**src/rtl/aes_mixcol_seq_if.sv**
```systemverilog
// Handshake bundle for the AES MixColumns sequencer: input state channel,
// output state channel and a busy flag.
interface aes_mixcol_seq_if;
    logic         in_valid;
    logic         in_ready;
    logic [127:0] in_data;
    logic         in_bypass;
    logic         out_valid;
    logic         out_ready;
    logic [127:0] out_data;
    logic         busy;

    modport slave (
        input  in_valid,
        input  in_data,
        input  in_bypass,
        input  out_ready,
        output in_ready,
        output out_valid,
        output out_data,
        output busy
    );

    modport master (
        output in_valid,
        output in_data,
        output in_bypass,
        output out_ready,
        input  in_ready,
        input  out_valid,
        input  out_data,
        input  busy
    );
endinterface

```
**src/rtl/aes_mixcol_seq.sv**
```systemverilog
// AES MixColumns sequencer: one 128-bit state per handshake, mixed by
// COLS_PER_CYCLE shared column units over 4/COLS_PER_CYCLE cycles.
//
//   state | meaning
//   IDLE  | empty, ready for a new state
//   RUN   | mixing columns col_cnt..col_cnt+COLS_PER_CYCLE-1 each cycle
//   DONE  | result presented on out_data, waiting for out_ready
module aes_mixcol_seq #(
    parameter int COLS_PER_CYCLE = 1
) (
    input  logic             clk,
    input  logic             reset,
    aes_mixcol_seq_if.slave  bus
);

    if (COLS_PER_CYCLE != 1 && COLS_PER_CYCLE != 2 && COLS_PER_CYCLE != 4) begin : g_bad_cols
        $error("aes_mixcol_seq: COLS_PER_CYCLE must be 1, 2 or 4");
    end

    typedef enum logic [1:0] {
        ST_IDLE,
        ST_RUN,
        ST_DONE
    } state_t;

    state_t       state, state_next;
    logic [1:0]   col_cnt, col_cnt_next;
    logic [127:0] buffer, buffer_next;
    logic         in_ready_int;
    logic         last_step;

    logic [1:0]   col_idx [COLS_PER_CYCLE];
    logic [6:0]   col_lsb [COLS_PER_CYCLE];
    logic [31:0]  col_in  [COLS_PER_CYCLE];
    logic [31:0]  col_out [COLS_PER_CYCLE];

    function automatic logic [7:0] xt(input logic [7:0] x);
        return {x[6:0], 1'b0} ^ (8'h1b & {8{x[7]}});
    endfunction

    function automatic logic [31:0] mix_col(input logic [31:0] c);
        logic [7:0] b0, b1, b2, b3;
        logic [7:0] m0, m1, m2, m3;
        b0 = c[31:24];
        b1 = c[23:16];
        b2 = c[15:8];
        b3 = c[7:0];
        m0 = xt(b0) ^ xt(b1) ^ b1 ^ b2 ^ b3;
        m1 = b0 ^ xt(b1) ^ xt(b2) ^ b2 ^ b3;
        m2 = b0 ^ b1 ^ xt(b2) ^ xt(b3) ^ b3;
        m3 = xt(b0) ^ b0 ^ b1 ^ b2 ^ xt(b3);
        return {m0, m1, m2, m3};
    endfunction

    // Column c lives at bits [127-32c -: 32], i.e. its LSB is (3-c)*32 = {~c, 5'b0}.
    for (genvar g = 0; g < COLS_PER_CYCLE; g++) begin : g_unit
        assign col_idx[g] = col_cnt + 2'(g);
        assign col_lsb[g] = {~col_idx[g], 5'b00000};
        assign col_in[g]  = buffer[col_lsb[g] +: 32];
        assign col_out[g] = mix_col(col_in[g]);
    end

    assign last_step = (col_idx[COLS_PER_CYCLE-1] == 2'd3);

    // out_ready reaches in_ready combinationally so a parked result can be
    // retired and the next state loaded on the same edge.
    assign in_ready_int = (state == ST_IDLE) | ((state == ST_DONE) & bus.out_ready);

    always_ff @(posedge clk or posedge reset) begin
        if (reset) begin
            state   <= ST_IDLE;
            col_cnt <= 2'd0;
            buffer  <= '0;
        end else begin
            state   <= state_next;
            col_cnt <= col_cnt_next;
            buffer  <= buffer_next;
        end
    end

    always_comb begin
        state_next   = state;
        col_cnt_next = col_cnt;
        buffer_next  = buffer;
        case (state)
            ST_IDLE: begin
                if (bus.in_valid) begin
                    buffer_next  = bus.in_data;
                    col_cnt_next = 2'd0;
                    state_next   = bus.in_bypass ? ST_DONE : ST_RUN;
                end
            end
            ST_RUN: begin
                for (int u = 0; u < COLS_PER_CYCLE; u++) begin
                    buffer_next[col_lsb[u] +: 32] = col_out[u];
                end
                col_cnt_next = col_cnt + 2'(COLS_PER_CYCLE);
                if (last_step) begin
                    state_next = ST_DONE;
                end
            end
            ST_DONE: begin
                if (bus.out_ready) begin
                    if (bus.in_valid) begin
                        buffer_next  = bus.in_data;
                        col_cnt_next = 2'd0;
                        state_next   = bus.in_bypass ? ST_DONE : ST_RUN;
                    end else begin
                        state_next = ST_IDLE;
                    end
                end
            end
            default: begin
                state_next = ST_IDLE;
            end
        endcase
    end

    assign bus.in_ready  = in_ready_int;
    assign bus.out_valid = (state == ST_DONE);
    assign bus.out_data  = buffer;
    assign bus.busy      = (state != ST_IDLE);

endmodule

```
**src/flat_wrapper.sv**
```systemverilog
// flat-port wrapper written by rule: the top's interface ports become plain ports
module aes_mixcol_seq_flat 
#(
    parameter int COLS_PER_CYCLE = 1
)
  (clk, reset, bus_in_valid, bus_in_data, bus_in_bypass, bus_out_ready, bus_in_ready, bus_out_valid, bus_out_data, bus_busy);
  aes_mixcol_seq_if bus_i ();
  input  logic clk;
  input  logic reset;
  input wire logic [$bits(bus_i.in_valid)-1:0] bus_in_valid;
  input wire logic [$bits(bus_i.in_data)-1:0] bus_in_data;
  input wire logic [$bits(bus_i.in_bypass)-1:0] bus_in_bypass;
  input wire logic [$bits(bus_i.out_ready)-1:0] bus_out_ready;
  output wire logic [$bits(bus_i.in_ready)-1:0] bus_in_ready;
  output wire logic [$bits(bus_i.out_valid)-1:0] bus_out_valid;
  output wire logic [$bits(bus_i.out_data)-1:0] bus_out_data;
  output wire logic [$bits(bus_i.busy)-1:0] bus_busy;
  assign bus_i.in_valid = bus_in_valid;
  assign bus_i.in_data = bus_in_data;
  assign bus_i.in_bypass = bus_in_bypass;
  assign bus_i.out_ready = bus_out_ready;
  assign bus_in_ready = bus_i.in_ready;
  assign bus_out_valid = bus_i.out_valid;
  assign bus_out_data = bus_i.out_data;
  assign bus_busy = bus_i.busy;
  aes_mixcol_seq #(.COLS_PER_CYCLE(COLS_PER_CYCLE)) u_core (.clk(clk), .reset(reset), .bus(bus_i));
endmodule
```
**config.mk**
```make
export PLATFORM = sky130hd
export DESIGN_NAME = aes_mixcol_seq_flat
export DESIGN_NICKNAME = d
export VERILOG_FILES = /design/src/rtl/aes_mixcol_seq_if.sv /design/src/rtl/aes_mixcol_seq.sv /design/src/flat_wrapper.sv
export SDC_FILE = /design/constraint.sdc
export NUM_CORES = 1
export LEC_CHECK = 0
export ABC_AREA = 1
export CORE_ASPECT_RATIO = 1.2
export CORE_MARGIN = 4
export CORE_UTILIZATION = 50
export DETAILED_ROUTE_END_ITERATION = 16
export DONT_BUFFER_PORTS = 1
export GPL_TIMING_DRIVEN = 0
export PLACE_DENSITY = 0.74
export RECOVER_POWER = 50
export SLEW_MARGIN = 20
export SYNTH_ARGS = -nofsm -noshare
export SYNTH_HDL_FRONTEND = slang
export SYNTH_SLANG_ARGS = --single-unit
```
**constraint.sdc**
```tcl
create_clock -name clk -period 3.49 [get_ports clk]
set_input_delay 0.1745 -clock clk [delete_from_list [all_inputs] [get_ports clk]]
set_output_delay 0.1745 -clock clk [all_outputs]
set_load 0.02 [all_outputs]
```
==> Word level (Yosys, flattened, before mapping) <==
Index checks and enable logic that the tools add are counted.
{ "totals": {"out_inout_bits": 131, "regBits": 132, "word_cells": 55, "in_bits": 133} }
{ "op_classes": {"n_eq_ne": 6, "shifts": 3, "addsub": 2, "bitwise": 23, "reduce_logical": 5, "n_mux": 13} }
{ "ops": {"columns": ["operator", "n"], "rows": [
  ["$pmux 128 s3", 1],
  ["$mux 128", 2],
  ["$bwmux 128", 1],
  ["$shift 32x9->128 const A", 1],
  ["$shiftx 128x8->32", 1],
  ["$shiftx 32x9->128", 1],
  ["$xor 8x8->8", 16],
  ["$xor 8x5->8", 4],
  ["$mux 2", 7],
  ["$pmux 2 s3", 2],
  ["$neg 7->9", 1],
  ["$eq 2x2->1 const B", 2],
  ["$ne 2x2->1 const B", 2],
  ["$reduce_and 3->1", 1],
  ["$reduce_bool 3->1", 1],
  ["$add 2x1->2 const B", 1],
  ["$eq 2x1->1 const B", 1],
  ["$logic_not 2->1", 1],
  ["$ne 2x1->1 const B", 1],
  ["$not 2->2", 1],
  ["$reduce_and 2->1", 1],
  ["$reduce_bool 2->1", 1],
  ["$and 1x1->1", 1],
  ["$or 1x1->1", 1]
]} }

==> Longest topological paths before layout <==
{ "logic_depth": {"word_depth": 10, "ltp_mapped": 16, "depth_no_buf": 14} }

==> Worst setup path before layout <==
No wires, ideal clock.
{ "synth_timing": {"kind": "register to register", "start": "reg u_core.col_cnt[0]", "end": "reg u_core.buffer[0] (netlist: u_core.bus.out_data[0])", "path_stages_with_launch": 11, "setup_time_ns": 0.087, "n_path_buf": 5, "arrival_ns": 2.566, "synth_period_minus_slack_ns": 2.654, "t_required_ns": 3.403, "path_slack_ns": 0.836, "cell_sequence": "dfrtp_1 -> buf_6 -> inv_6 -> buf_4 -> clkbuf_1 -> clkbuf_1 -> ha_1 -> nor4_4 -> clkbuf_1 -> nand3_1 -> a22oi_1"} }
{ "synth_via": {"elab_chain_len": 10, "elab_cells_between_ends": 27, "classes_between": "add/sub: 1; shift: 3; mux: 2; bitwise: 21"} }
{ "synth_rtl": {"columns": ["item", "line", "source"], "rows": [
  ["start: declaration", "aes_mixcol_seq.sv:27", "logic [1:0] col_cnt, col_cnt_next;"],
  ["start signal: assignment", "aes_mixcol_seq.sv:76", "col_cnt <= col_cnt_next;"],
  ["$not 2->2 (*)", "aes_mixcol_seq.sv:58", "assign col_lsb[g] = {~col_idx[g], 5'b00000};"],
  ["$shiftx 128x8->32", "aes_mixcol_seq.sv:59", "assign col_in[g] = buffer[col_lsb[g] +: 32];"],
  ["$xor 8x5->8", "aes_mixcol_seq.sv:38", "return {x[6:0], 1'b0} ^ (8'h1b & {8{x[7]}});"],
  ["$xor 8x8->8, on equally long branches (4 in a row)", "aes_mixcol_seq.sv:51, aes_mixcol_seq.sv:48, aes_mixcol_seq.sv:49", null],
  ["$shiftx 32x9->128", "aes_mixcol_seq.sv:95", "buffer_next[col_lsb[u] +: 32] = col_out[u];"],
  ["$bwmux 128 (*)", "aes_mixcol_seq.sv:95", null],
  ["$pmux 128 s3 (*)", "aes_mixcol_seq.sv:85", "case (state)"],
  ["end signal: assignment", "aes_mixcol_seq.sv:77", "buffer <= buffer_next;"],
  ["end: declaration", "aes_mixcol_seq.sv:28", "logic [127:0] buffer, buffer_next;"]
]} }
Mark *: on every way between the ends. The rest lies on a longest branch, timed or not.
A chain may end at the register's enable or synchronous reset.

==> Worst setup path after layout <==
{ "layout_timing": {"start": "reg u_core.col_cnt[0]", "end": "reg u_core.buffer[102] (netlist: u_core.bus.out_data[102])"} }
Same word-level chain as after synthesis.

==> impl_results.md <==
- Worst-path clk slew: 0.07 ns
- Status: complete, but fails checks
- IO Pins: 264
- DRT iter0 DRCs: 1,675
- Critical R2R Launch: u_core.col_cnt[0]
- CP Max Fanout: 11
- Clock root cell: clkbuf_16
- Slowest cell on crit path: nor2_1
- Routability cong.: 1.06
- Fillers: 1,797
- Worst hold endpoint: u_core.bus.out_data[15]
- Clock Skews: 0.0115 ns
- Endpoints failing hold: 0
- Required @ worst endpoint: 3.83 ns
- Vias in the first global route: 11,700
- Initial Util: 0.510
- Total core area: 19,600 sq um
- Initial antenna violation count: 1
- Max clock buf depth: 2
- Top FF cell, synth: dfrtp_1
- Post-Syn Nets: 1,679
- Drt total wl: 49.0 mm
- Placed insts: 1,807
- Nets: 1,832
- Final Util: 0.625
- Worst Hold Class: in2reg
- Worst-path cell chain: buf_6 -> inv_6 -> buf_4 -> clkbuf_2 -> clkbuf_2 -> ha_1 -> nor2_1 -> clkbuf_1 -> nand4_1 -> a22oi_1
- Final worst path period need: 3.40 ns
- Post-Synth XOR/XNOR Area: 0.00963
- Total Neg Setup Slack: 0 ns
- Synth Register Bits: 132
- Die area: 22,300 sq um
- WL/cell: 24.9 microns
- Synthesized area per cell: 6.48 sq um
- Fmax: 0.294 GHz
- Distinct cells, synth: 35
- Final setup violation count: 0
- CP startpoint kind: flip-flop
- EDFF count, synth: 0
- I/O Buffers: 0
- First-pass GRT wire length: 71.7 mm
- Main combinational cell family by area after synthesis: simple AND/OR/NAND/NOR gates
- Post-DP HPWL: 37.6 mm
- Post-DR vias/cell: 6.31
- Synth Instances: 1,542
- Worst setup EP type: flip-flop
- Async S/R FF share, synth: 1.00
- Largest net degree at the start of global routing: 34
- Largest stage delay on the critical path: 0.48 ns
- Total iterations of the first detailed-routing run: 8
- Critical path type: reg2reg
- Area Growth Syn to Fin: 22.6%
- CTS H-tree lvls: 4
- Failing checks: max-capacitance violations, max-slew violations
- GRT overflow: 0
- Arrival time worst endpoint: 3.73 ns
- RR Endpoint: u_core.bus.out_data[102]
- Tightest Pin Transition: 1.88 ns
- Warnings from Yosys: 0
- Synth Area in Compound Gates: 0.172
- Sequential share of the synthesized area: 0.330
- Max-slew violation count: 62
- Max-Cap Viols: 2
- Final worst-path cycle share: 0.974
- Post-synthesis simple-gate area fraction: 0.381
- Layout cells sized above 1: 0.0755
- # diodes: 0
- Mux cell area share after synthesis: 0
- Drt drc: 0
- Chip Width: 137 microns
- Crit path top cell by count: clkbuf_2
- Multi-input logic area: 5690 sq um
- TritonCTS clock tree: done
- Detailed-route via count: 12,400
- RSZ-0062 raised after global routing: false
- Layout Cells excl Fill: 1,969
- Rel. slew slack: -0.255
- Die H: 163 microns
- ANT nets after route: 0
- Crit path launch: u_core.col_cnt[0]
- R2R setup slack: 0.09 ns
- GRT Overall Usage: 0.434
- HP Start: bus_in_data[15]
- Reg2Reg Depth: 10
- Clock sink total: 132
- Cell Area, Synth: 10000 sq um
- Hold-critical path depth: 2
- Final worst-path setup slack: 0.0916 ns
- CTS Buf Count: 17
- Register area: 3300 sq um
- Pre-CTS setup slack: -0.500 ns
- Row cnt: 56
- Clock Latency Late Sink: 0.44 ns
- Adder-cell share of the synthesized area: 0.00501
-- routing by layer --
layer  wire [microns]  vias to the layer above  GRT usage
li1                 -                     5394          -
met1            17400                     5720      0.540
met2            21500                     1015      0.655
met3             6200                      300      0.125
met4             3910                        0      0.277
met5                0                        -          0
-- worst max path at each step --
stage                          endpoint  slack, ns
2_1_floorplan    u_core.bus.out_data[0]       0.84
3_3_place_gp     u_core.bus.out_data[8]      -0.49
3_5_place_dp     u_core.bus.out_data[8]      -0.50
4_1_cts          u_core.bus.out_data[8]       0.18
5_1_grt        u_core.bus.out_data[102]       0.05
6_report       u_core.bus.out_data[102]       0.09
-- critical path: cells and delay by family (launching register included) --
family | cells | cell delay (ns)
compound gates | 1 | 0.26
fa+ha+maj | 1 | 0.34
buf+inv | 6 | 1.58
flops | 1 | 0.42
simple gates | 2 | 0.68
-- cell families after synthesis --
logic type | Yosys count
buffers and inverters | 231
adder cells (fa/ha/maj) | 4
AO/OA/AOI/OAI | 270
AND/OR/NAND/NOR | 897
flip-flops | 132
XOR/XNOR | 8
-- layout make-up --
| type | instances | share of cell area |
|---|---|---|
| Timing Repair Buffer | 134 | 0.108 |
| Sequential cell | 132 | 0.269 |
| Tap cell | 261 | 0.0266 |
| Clock buffer | 18 | 0.0350 |
| Buffer | 92 | 0.0400 |
| Clock inverter | 14 | 0.0137 |
| Inverter | 139 | 0.0433 |
| Multi-Input combinational cell | 1179 | 0.464 |
-- synth_stat cells, types with 9 or more instances --
cell type | number | area (sq um)
nand2_1 | 654 | 2450
nand3_1 | 152 | 761
dfrtp_1 | 132 | 3300
a21oi_1 | 131 | 656
inv_1 | 129 | 484
nand4_1 | 55 | 344
a22oi_1 | 48 | 360
a21boi_1 | 44 | 330
buf_2 | 33 | 165
a2bb2oi_1 | 32 | 280
clkbuf_1 | 28 | 105
buf_1 | 14 | 52.6
buf_6 | 9 | 101
nand2_2 | 9 | 56.3
-- metrics by stage --
step | hold slack (ns) | area, sq um
final | 0.00959 | 12300
after detailed placement | 0.177 | 10400
after CTS | 0.00561 | 12300
after global placement | 0.341 | 10300
after global routing | 0.000970 | 12300
after floorplan | 0.332 | 10000
-- timing repair --
action / in CTS / in global routing
gates resized for setup: 4 / 3
hold buffers: 128 / 0
hold endpoints to repair: 150 / 0
buffers inserted: 0 / 2
endpoints found under the setup margin: 80 / 22
gates cloned: 0 / 0
pin swaps: 0 / 1
-- sequential cells by signal, indices dropped and copies added (netlist names) --
| register | flops |
|---|---|
| u_core.bus.out_data | 128 |
| u_core.col_cnt | 2 |
| u_core.state | 2 |
-- placed cells by master (no fill, tap or decap), types with 8 or more instances in the layout --
cell and count:
a22oi_1 48, a21oi_1 131, nand2_2 9, nand3_1 152, clkbuf_1 27, nand4_1 55, buf_1 14, inv_2 8
inv_1 128, a21boi_1 44, buf_6 9, clkbuf_16 17, nand2_1 654, buf_2 33, a2bb2oi_1 32, buf_4 10
dlygate4sd3_1 128, dfrtp_1 132
Power is left out: the tool's default activity adds up to more than one toggle a clock period on the data nets, which glitch-free logic cannot reach.
